## src/rtl/hack_pkg.sv

```systemverilog
`default_nettype none
// +--------------------------------------------------------------------+
// | hack_pkg: shared widths, reset PC and fetch FSM state encoding.    |
// | Revision: 1.0                                                      |
// +--------------------------------------------------------------------+
package hack_pkg;

   localparam int ADDR_W = 15;
   localparam int DATA_W = 16;

   localparam logic [ADDR_W-1:0] RESET_PC = '0;

   typedef enum logic [1:0] {
      BOOT     = 2'd0,
      STREAM   = 2'd1,
      STALL    = 2'd2,
      REDIRECT = 2'd3
   } fetch_state_e;

endpackage
`default_nettype wire

```

## src/rtl/fetch_skid_buf.sv

```systemverilog
`default_nettype none
// +--------------------------------------------------------------------+
// | fetch_skid_buf: 1-entry instr+pc holding buffer with full flag,    |
// | built only when FETCH_SKID_EN is defined.                          |
// | Revision: 1.0                                                      |
// +--------------------------------------------------------------------+
module fetch_skid_buf #(
   parameter int ADDR_W = hack_pkg::ADDR_W,
   parameter int DATA_W = hack_pkg::DATA_W
) (
   input  logic              clk,
   input  logic              reset_n,
   input  logic              flush_i,
   input  logic              push_i,
   input  logic              pop_i,
   input  logic [DATA_W-1:0] instr_i,
   input  logic [ADDR_W-1:0] pc_i,
   output logic              full_o,
   output logic [DATA_W-1:0] instr_o,
   output logic [ADDR_W-1:0] pc_o
);

   logic              full_q,  full_d;
   logic [DATA_W-1:0] instr_q, instr_d;
   logic [ADDR_W-1:0] pc_q,    pc_d;

   always_comb begin
      full_d  = full_q;
      instr_d = instr_q;
      pc_d    = pc_q;
      if (flush_i) begin
         full_d = 1'b0;
      end else if (push_i) begin
         full_d  = 1'b1;
         instr_d = instr_i;
         pc_d    = pc_i;
      end else if (pop_i) begin
         full_d = 1'b0;
      end
   end

   always_ff @(posedge clk or negedge reset_n) begin
      if (!reset_n) begin
         full_q  <= 1'b0;
         instr_q <= '0;
         pc_q    <= '0;
      end else begin
         full_q  <= full_d;
         instr_q <= instr_d;
         pc_q    <= pc_d;
      end
   end

   assign full_o  = full_q;
   assign instr_o = instr_q;
   assign pc_o    = pc_q;

endmodule
`default_nettype wire

```

## src/rtl/hack_fetch_stage.sv

```systemverilog
`default_nettype none
// +--------------------------------------------------------------------+
// | hack_fetch_stage: Hack CPU PC, 1-cycle sync ROM driver and         |
// | valid/ready instruction output. FETCH_SKID_EN adds a skid entry.   |
// | Revision: 1.0                                                      |
// +--------------------------------------------------------------------+
module hack_fetch_stage #(
   parameter int                ADDR_W   = hack_pkg::ADDR_W,
   parameter int                DATA_W   = hack_pkg::DATA_W,
   parameter logic [ADDR_W-1:0] RESET_PC = hack_pkg::RESET_PC
) (
   input  logic              clk,
   input  logic              reset_n,
   output logic [ADDR_W-1:0] rom_addr,
   input  logic [DATA_W-1:0] rom_data,
   input  logic              jump,
   input  logic [ADDR_W-1:0] jump_target,
   output logic              out_valid,
   input  logic              out_ready,
   output logic [DATA_W-1:0] out_instr,
   output logic [ADDR_W-1:0] out_pc
);

   import hack_pkg::*;

   localparam logic [ADDR_W-1:0] PC_ONE = {{(ADDR_W-1){1'b0}}, 1'b1};

   fetch_state_e      state_q,     state_d;
   logic [ADDR_W-1:0] pc_q,        pc_d;
   logic              out_valid_q, out_valid_d;
   logic [DATA_W-1:0] out_instr_q, out_instr_d;
   logic [ADDR_W-1:0] out_pc_q,    out_pc_d;

   logic              w_stall;
   logic              w_fl_valid;
   logic [ADDR_W-1:0] w_fl_pc;
   logic              w_src_valid;
   logic [DATA_W-1:0] w_src_instr;
   logic [ADDR_W-1:0] w_src_pc;
   logic [ADDR_W-1:0] w_stall_pc;

   assign w_stall    = out_valid_q && !out_ready;
   // The ROM word is wanted only if the previous edge issued a fetch,
   // which is exactly when that edge left the FSM in STREAM.
   assign w_fl_valid = (state_q == STREAM);
   assign w_fl_pc    = pc_q - PC_ONE;

`ifdef FETCH_SKID_EN
   logic              w_skid_push;
   logic              w_skid_pop;
   logic              w_skid_full;
   logic [DATA_W-1:0] w_skid_instr;
   logic [ADDR_W-1:0] w_skid_pc;

   assign w_skid_push = !jump && w_stall && w_fl_valid;
   assign w_skid_pop  = !jump && !w_stall && w_skid_full;
   assign w_src_valid = w_skid_full || w_fl_valid;
   assign w_src_instr = w_skid_full ? w_skid_instr : rom_data;
   assign w_src_pc    = w_skid_full ? w_skid_pc : w_fl_pc;
   assign w_stall_pc  = pc_q;

   fetch_skid_buf #(
      .ADDR_W (ADDR_W),
      .DATA_W (DATA_W)
   ) u_skid (
      .clk     (clk),
      .reset_n (reset_n),
      .flush_i (jump),
      .push_i  (w_skid_push),
      .pop_i   (w_skid_pop),
      .instr_i (rom_data),
      .pc_i    (w_fl_pc),
      .full_o  (w_skid_full),
      .instr_o (w_skid_instr),
      .pc_o    (w_skid_pc)
   );
`else
   assign w_src_valid = w_fl_valid;
   assign w_src_instr = rom_data;
   assign w_src_pc    = w_fl_pc;
   // In-flight word is dropped, so refetch starts right after the held one.
   assign w_stall_pc  = out_pc_q + PC_ONE;
`endif

   always_comb begin
      state_d     = state_q;
      pc_d        = pc_q;
      out_valid_d = out_valid_q;
      out_instr_d = out_instr_q;
      out_pc_d    = out_pc_q;
      if (jump) begin
         state_d     = REDIRECT;
         pc_d        = jump_target;
         out_valid_d = 1'b0;
      end else if (w_stall) begin
         state_d = STALL;
         pc_d    = w_stall_pc;
      end else begin
         state_d     = STREAM;
         pc_d        = pc_q + PC_ONE;
         out_valid_d = w_src_valid;
         if (w_src_valid) begin
            out_instr_d = w_src_instr;
            out_pc_d    = w_src_pc;
         end
      end
   end

   always_ff @(posedge clk or negedge reset_n) begin
      if (!reset_n) begin
         state_q     <= BOOT;
         pc_q        <= RESET_PC;
         out_valid_q <= 1'b0;
         out_instr_q <= '0;
         out_pc_q    <= '0;
      end else begin
         state_q     <= state_d;
         pc_q        <= pc_d;
         out_valid_q <= out_valid_d;
         out_instr_q <= out_instr_d;
         out_pc_q    <= out_pc_d;
      end
   end

   assign rom_addr  = pc_q;
   assign out_valid = out_valid_q;
   assign out_instr = out_instr_q;
   assign out_pc    = out_pc_q;

endmodule
`default_nettype wire

```

## config.mk

```make
export PLATFORM = sky130hd
export DESIGN_NAME = hack_fetch_stage
export DESIGN_NICKNAME = d
export VERILOG_FILES = /design/src/rtl/hack_pkg.sv /design/src/rtl/fetch_skid_buf.sv /design/src/rtl/hack_fetch_stage.sv
export SDC_FILE = /design/constraint.sdc
export NUM_CORES = 1
export LEC_CHECK = 0
export ABC_CLOCK_PERIOD_IN_PS = 3300
export CORE_MARGIN = 1
export CORE_UTILIZATION = 35
export CTS_CLUSTER_SIZE = 14
export DETAILED_ROUTE_END_ITERATION = 6
export GPL_TIMING_DRIVEN = 0
export PLACE_DENSITY = 0.72
export SKIP_CTS_REPAIR_TIMING = 1
export SYNTH_ARGS = -nofsm -noshare
export SYNTH_HDL_FRONTEND = slang
export SYNTH_SLANG_ARGS = --single-unit
```

## constraint.sdc

```tcl
create_clock -name clk -period 3.3 [get_ports clk]
set_clock_uncertainty 0.15 [all_clocks]
set_input_delay 0.33 -clock clk [delete_from_list [all_inputs] [get_ports clk]]
set_output_delay 0.33 -clock clk [all_outputs]
set_load 0.02 [all_outputs]
```

Word-level counts from Yosys, hierarchy flattened
Cells that the tools add are included.

operators by class
  equality and inequality tests = 2
  bitwise logic cells = 2
  reductions and logical operators = 3
  multiplexer cells = 6
  add/subtract/negate cells = 3

operators by type and width
  kind                                                 number
  adder 15 x 1 -> 15 bit, second input constant        2
  2-to-1 mux 15 bit                                    2
  subtractor 15 x 1 -> 15 bit, second input constant   1
  2-to-1 mux 2 bit                                     2
  AND reduction 3 bit                                  1
  equality test 2 x 1 -> 1 bit, second input constant  1
  2-to-1 mux 1 bit                                     2
  inequality test 2 bit, second input constant         1
  inverter 1 bit                                       2
  logical AND 1 bit                                    1
  zero test 1 bit                                      1

storage, ports and cells
  output and inout bits = 47
  register bits = 49
  bits of input ports = 35

Depth between registers and ports, before layout
Gate-level depths: netlist of run 1.

  depth in word-level cells = 4
  depth in mapped cells = 11
  gate-level depth less buffers = 9

Worst setup path after synthesis of run 1
No wires, ideal clock.

  path kind = reg2reg
  start point = register out_valid_q, in the netlist out_valid
  end point = register pc_q[12], in the netlist rom_addr[12]
  stages on the path, launching flop included = 12
  data arrival time = 2344 ps
  setup time = 95 ps
  clock period less this slack = 2590 ps
  data required time = 3055 ps
  setup slack = 710 ps
  cell sequence = dfrtp_1 and2b_4 buf_12 buf_2 nand2_1 o21ai_0 ha_1 nand4_1 mux2i_1 nand4_1 o21a_1 o31ai_1

between the ends
  word-level cells in the longest chain between the ends = 3

RTL lines
  element                   line                     RTL
  start: declaration        hack_fetch_stage.sv:30   logic out_valid_q, out_valid_d;
  start signal: assignment  hack_fetch_stage.sv:119  out_valid_q <= out_valid_d;
  logical AND 1 bit         hack_fetch_stage.sv:42   assign w_stall = out_valid_q && !out_ready;
  2-to-1 mux 15 bit         hack_fetch_stage.sv:95   end else if (w_stall) begin
  2-to-1 mux 15 bit         hack_fetch_stage.sv:91   if (jump) begin
  net pc_d[12]              hack_fetch_stage.sv:29   logic [ADDR_W-1:0] pc_q, pc_d;
  end signal: assignment    hack_fetch_stage.sv:118  pc_q <= pc_d;
  end: declaration          hack_fetch_stage.sv:29

The timed path passes the listed nets, and every way through them passes these cells.
A chain may end at the register's enable or synchronous reset.

Worst setup path in the final report of run 1
  start point = input out_ready
  end point = register pc_q[12], in the netlist rom_addr[12]

between the ends
  word-level cells in the longest chain between the ends = 4

RTL lines
  element             line                    RTL
  start: declaration  hack_fetch_stage.sv:19  input logic out_ready,
  zero test 1 bit     hack_fetch_stage.sv:42
  logical AND 1 bit   hack_fetch_stage.sv:42
  2-to-1 mux 15 bit   hack_fetch_stage.sv:95
  2-to-1 mux 15 bit   hack_fetch_stage.sv:91
  net pc_d[12]        hack_fetch_stage.sv:29

The timed path passes the listed nets, and every way through them passes these cells.

==> results of run 1 <==
[cells in the final DEF (no fill, tap or decap), types with 2 or more instances in the layout]
cell,netlist,layout
nor4_1,5,5
inv_1,2,2
clkbuf_1,5,6
ha_1,2,2
dfrtp_1,49,49
mux2_2,21,21
buf_2,8,9
mux2i_1,13,13
nand2_1,35,35
mux2i_2,2,2
clkinv_2,0,2
o21a_1,2,2
o31a_1,2,2
xor2_1,4,4
clkdlybuf4s50_1,0,80
o21ai_0,11,11
a31oi_1,3,3
nand2b_1,3,3
nand4_1,3,3
clkbuf_8,0,5
nor3_1,5,5
buf_12,1,2
o31ai_1,4,4
nand3_1,5,5
nor2_1,24,24
a21oi_1,14,14
xnor2_1,15,15
[routing by layer]
metal | wire (um) | global-route usage (%)
met5 | 0 | 0
met4 | 83 | 5.339
met3 | 362 | 3.324
met2 | 3553 | 31.16
met1 | 3147 | 25.01
[synthesized netlist by cell type (8+ instances only)]
cell,instances,area (sq um)
dfrtp_1,49,1226
nand2_1,35,131.4
nor2_1,24,90.09
mux2_2,21,236.5
xnor2_1,15,131.4
a21oi_1,14,70.07
mux2i_1,13,130.1
o21ai_0,11,55.05
buf_2,8,40.04
[path summary, 6_finish.rpt]
| path | startpoint | endpoint | cells past startpoint |
|---|---|---|---|
| setup reg to reg | out_valid | rom_addr[12] | 11 |
| min in group asynchronous | reset_n | out_instr[8] | 2 |
| max in group asynchronous | reset_n | out_pc[12] | 3 |
| hold / removal | out_instr[8] | out_instr[8] | 1 |
| setup / recovery | out_ready | rom_addr[12] | 12 |
| hold reg to reg | out_instr[8] | out_instr[8] | 1 |
[state kept, by name, indices dropped and copies added (netlist names)]
name	flops
state_q	2
out_pc	15
out_valid	1
rom_addr	15
out_instr	16
[cell type report]
type	count	area, sq um
Fill cell	676	3618
Multi-Input combinational cell	192	1339
Sequential cell	49	1226
Timing Repair Buffer	83	835.8
Tap cell	99	123.9
Buffer	16	97.59
Clock buffer	6	72.57
Clock inverter	2	10.01
Inverter	2	7.507
[logic make-up after synthesis]
logic type	Yosys count
flip-flops	49
AND/OR/NAND/NOR	94
buffers and inverters	18
XOR/XNOR	19
multiplexers	38
AO/OA/AOI/OAI	39
adder cells (fa/ha/maj)	2
[critical path: stages]
cell and delay, ps:
clkdlybuf4s50_1 440, and2b_4 270, buf_12 140, buf_2 290
nand2_1 80, o21ai_0 80, ha_1 270, nand4_1 150
mux2i_1 260, nand4_1 220, o21a_1 240, o31ai_1 210
[per-stage QoR]
stage | instance area, sq um | hold slack (ps)
6_report | 3712 | 361.6
5_1_grt | 3712 | 382.6
4_1_cts | 3702 | -120.9
3_5_place_dp | 3620 | 210.0
3_3_place_gp | 3605 | 339.3
2_1_floorplan | 2670 | -115.6
[power by group through the flow]
stage	clock [mW]	combinational, mW	sequential, mW
floorplan	0	0.328	0.987
global route	0.380	0.921	0.871
finish	0.347	0.859	0.850
CTS	0.352	0.863	0.851
global placement	0	0.843	0.857
detailed placement	0	0.860	0.862
==> results.yml, run 1 <==
clock_tree:
  clkLatencyLatePin_ps: 310
  htree_levels: 2
  clkTransAtPathRegs_ps: 80
  clockBufferDepth: 2
  cts-root-buf: "clkbuf_8"
  clock-sinks: 49
  cts_tree: "built"
  numCtsBuffers: 5
synthesis:
  muxShareOfSynthArea_pct: 16.17
  synth_top_family_by_area: "simple AND/OR/NAND/NOR gates"
  yosys.area_share.xor_xnor_pct: 6.232
  synth_edf_count: 0
  synth_compound_area_share_pct: 8.575
  synthSimpleGateAreaFrac_pct: 18.23
  synth_async_sr_flop_share_pct: 100.0
  synth_seq_cells: 49
  postSynthNetCount: 296
  ys.flop_type: "dfrtp_1"
  yosys_warnings: 0
  synth_seq_area_share_pct: 45.92
  synth_area_sq_um: 2670
  synthCells: 259
  yosys.area_share.adder_pct: 0.9372
  ys_types: 45
  avgSynthCellArea_sq_um: 10.31
sta:
  setup_viol: 0
  worst_pin_slew_ps: 581.3
  rsz0062_at_grt: "no"
  slew_violations: 0
  finalSetupTns_ps: 0
  hold_viol_final: 0
  max_freq_ghz: 0.3424
  period_share_pct: 88.49
  relSlewSlack_pct: 61.25
  fin_ws_ps: 379.8
  layout_min_cycle_time_ps: 2920
worst_setup_path:
  worstPathRequired_ps: 3360
  critPathLaunchType: "primary input"
  crit_arrival_ps: 2980
  path_class: "in2reg"
  reg2reg_slack_ps: 490
  end_kind: "register"
  critical_path_peak_fanout: 10
run_status:
  run_status: "finished, final reports clean"
power_and_ir_drop:
  combPwrFrac_pct: 41.8
  peakVddDrop_mv: 0.2822
  power.internal_mw: 1.298
  power_density_nw_per_um2: 553.9
  power.leakage_nw: 1.453
  p_sw_mw: 0.7586
  p_seq_share_pct: 41.4
  swShare_pct: 36.89
  p_clk_share_pct: 16.9
  finalPower_mw: 2.056
route:
  drt_first_pass_iters: 4
  num_vias: 2279
  route.detailed.drc: 0
  drt_wl_total_um: 7147
  via_per_inst: 5.076
  drt_iter0_drc: 156
  avgRoutedWirePerCell_um: 15.92
  ant_nets: 0
layout:
  antenna_cells: 0
  finalNonFillerCells: 449
  final_util_pct: 50.64
  drive_above_1_share_pct: 14.57
  nets: 386
  syn2layout_area_growth_pct: 39.03
floorplan:
  core-area_sq_um: 7331
  io_pins: 82
  die_width_um: 89.34
  start_util_pct: 36.42
  die_y_um: 89.34
  die_area_sq_um: 7982
  rows: 31
placement:
  dpl.hpwl_um: 5346
  io_buffers: 81
  dp_slack_ps: 90.35
  gp_congestion: 0.8626
  dp.cells: 440
flow_run:
  maxCapViolCount: 0
grt:
  grt_util_all_layers_pct: 18.71
  grt_pass1_wl_um: 11010
  grt_max_degree: 27
  antenna_found_initial: 0
  gr-total-overflow: 0
  grt_pass1_vias: 2201
min_path:
  hold_path.class: "reg2reg"
Note: power is estimated with default switching activity, not from simulation.
==> run 2, diff against run 1 <==
PLACE_DENSITY = default   (was 0.72)
PLACE_DENSITY_LB_ADDON = 0.12   (was default)
REMOVE_ABC_BUFFERS = 1   (was default)
==> run 2 against run 1 <==
Against the previous run: critical path depth fell by 6; via count fell by 5.5%; hold slack got worse by 3.5 ps; critical path type unchanged; power rose by 6.3%; sequential share of layout area rose by 0.067 points; clock power rose by 46%; design area fell by 0.20%; register-to-register slack improved by 40 ps; final cell count fell by 2.9%; combinational power fell by 5.9%; first-iteration DRC count fell by 43%.
==> results.yml, run 2 (synthesized netlist as in run 1, its figures left out) <==
run_status:
  run_status: "finished, final reports clean"
placement:
  io_buffers: 81
  postPlaceCellArea_sq_um: 3561
  gp_congestion: 0.7868
  dpl.hpwl_um: 4589
clock_tree:
  numCtsBuffers: 5
  clkTransAtPathRegs_ps: 80
  clkLatencyLatePin_ps: 300
  clock-sinks: 49
  cts-root-buf: "clkbuf_8"
  htree_levels: 2
  cts_tree: "built"
  clockBufferDepth: 2
power_and_ir_drop:
  power.leakage_nw: 1.435
  p_clk_share_pct: 23.2
  power.internal_mw: 1.441
  p_seq_share_pct: 39.8
  peakVddDrop_mv: 0.2114
  swShare_pct: 34.08
  p_sw_mw: 0.7449
  combPwrFrac_pct: 37.0
  power_density_nw_per_um2: 589.9
  finalPower_mw: 2.186
grt:
  grt_pass1_wl_um: 10430
  grt_pass1_vias: 2063
  grt_util_all_layers_pct: 17.15
  gr-total-overflow: 0
  grt_max_degree: 34
  antenna_found_initial: 0
layout:
  fillers: 713
  antenna_cells: 0
  syn2layout_area_growth_pct: 38.75
  final_common_cell: "clkdlybuf4s50_1"
  nets: 373
  drive_above_1_share_pct: 13.35
  layout_common_cells: "80 x clkdlybuf4s50_1, 49 x dfrtp_1, 35 x nand2_1, 24 x nor2_1, 21 x mux2_2"
  largest_reg_flops: 16
  fin_area_sq_um: 3705
sta:
  relSlewSlack_pct: 26.64
  layout_min_cycle_time_ps: 2996
  max_freq_ghz: 0.3338
  period_share_pct: 90.79
  setup_viol: 0
  slew_violations: 0
  rsz0062_at_grt: "no"
  finalSetupTns_ps: 0
  hold_viol_final: 0
  worst_pin_slew_ps: 1097
floorplan:
  die_y_um: 89.34
  die_area_sq_um: 7982
  core-area_sq_um: 7331
  die_width_um: 89.34
  start_util_pct: 36.42
  io_pins: 82
  rows: 31
route:
  avgRoutedWirePerCell_um: 14.67
  drt_first_pass_iters: 4
  drt_iter0_drc: 89
  via_per_inst: 4.938
  ant_nets: 0
  route.detailed.drc: 0
  num_vias: 2153
  drt_wl_total_um: 6398
flow_run:
  maxCapViolCount: 0
worst_setup_path:
  cpLargestDelayFamily: "buffers and inverters"
  critPathLaunchType: "primary input"
  worstPathRequired_ps: 3340
  crit_top_cell: "buf_6"
  crit_arrival_ps: 3030
  crit_buf_inv: 3
  crit_chain: "clkdlybuf4s50_1 > nand2b_1 > nor3b_2 > buf_6 > buf_6 > mux2_2"
  end_kind: "register"
  path_class: "in2reg"
  cpMaxStageDelayCell: "clkdlybuf4s50_1"
  cpPeakStageDelay_ps: 990
  critical_path_peak_fanout: 33
min_path:
  hold_path.class: "reg2reg"
[run 2: cell types whose count changed in the layout (fill, tap and decap cells not counted), sizes merged]
cell    before  now
buf         13    5
clkinv       2    1
bufinv       0    2
clkbuf      11    5
[run 2: per-stage QoR]
step | hold WS [ps] | worst slack, ps | utilization, % | std cells
after detailed placement | 199.1 | -95.66 | 48.57 | 427
after CTS | -138.8 | 211.9 | 50.40 | 435
after global routing | 386.3 | 0.3615 | 50.54 | 436
final | 358.1 | 304.0 | 50.54 | 436
after global placement | 338.8 | -3681 | 47.84 | 423
after floorplan | -115.6 | -1046 | - | 243
[run 2: worst paths after layout]
check / endpoint / slack (ps) / depth (start not counted) / start
min reg2reg: out_instr[14] / 360 / 1 / out_instr[14]
max in group asynchronous: out_instr[5] / 2060 / 3 / reset_n
max reg2reg: rom_addr[12] / 530 / 8 / out_valid
min: out_instr[14] / 360 / 1 / out_instr[14]
min in group asynchronous: rom_addr[9] / 390 / 2 / reset_n
max: out_instr[15] / 300 / 6 / jump
[run 2: area by class of cell]
cell class              instances  area (sq um)  share of cell area (%)
flip-flops and latches         49          1226                   33.10
multi-input cells             192          1344                   36.27
clock inverters                 3         65.06                   1.756
inverters                       2         7.507                  0.2026
well taps                      99         123.9                   3.343
clock buffers                   5         68.82                   1.857
repair buffers                 86         869.6                   23.47
[run 2: worst register-to-register path, delay by kind of cell (launching register included)]
family | cells | cell delay, ps
multiplexers | 2 | 570
AO/OA/AOI/OAI | 2 | 440
AND/OR/NAND/NOR | 3 | 820
adder cells (fa/ha/maj) | 1 | 270
flip-flops | 1 | 440
[run 2: layer usage]
metal	vias up	track usage, %	share of wire, %
li1	1062	-	-
met2	60	27.69	46
met4	0	3.463	0.97
met5	-	0	0
met1	1026	23.42	48
met3	5	4.247	5.3
[run 2: power by group through the flow]
stage | Combinational, mW | Sequential, mW | Clock (mW)
6_report | 0.808 | 0.870 | 0.507
5_1_grt | 0.877 | 0.893 | 0.545
4_1_cts | 0.818 | 0.872 | 0.523
3_5_place_dp | 0.814 | 0.883 | 0
3_3_place_gp | 0.803 | 0.881 | 0
2_1_floorplan | 0.297 | 1.00 | 0
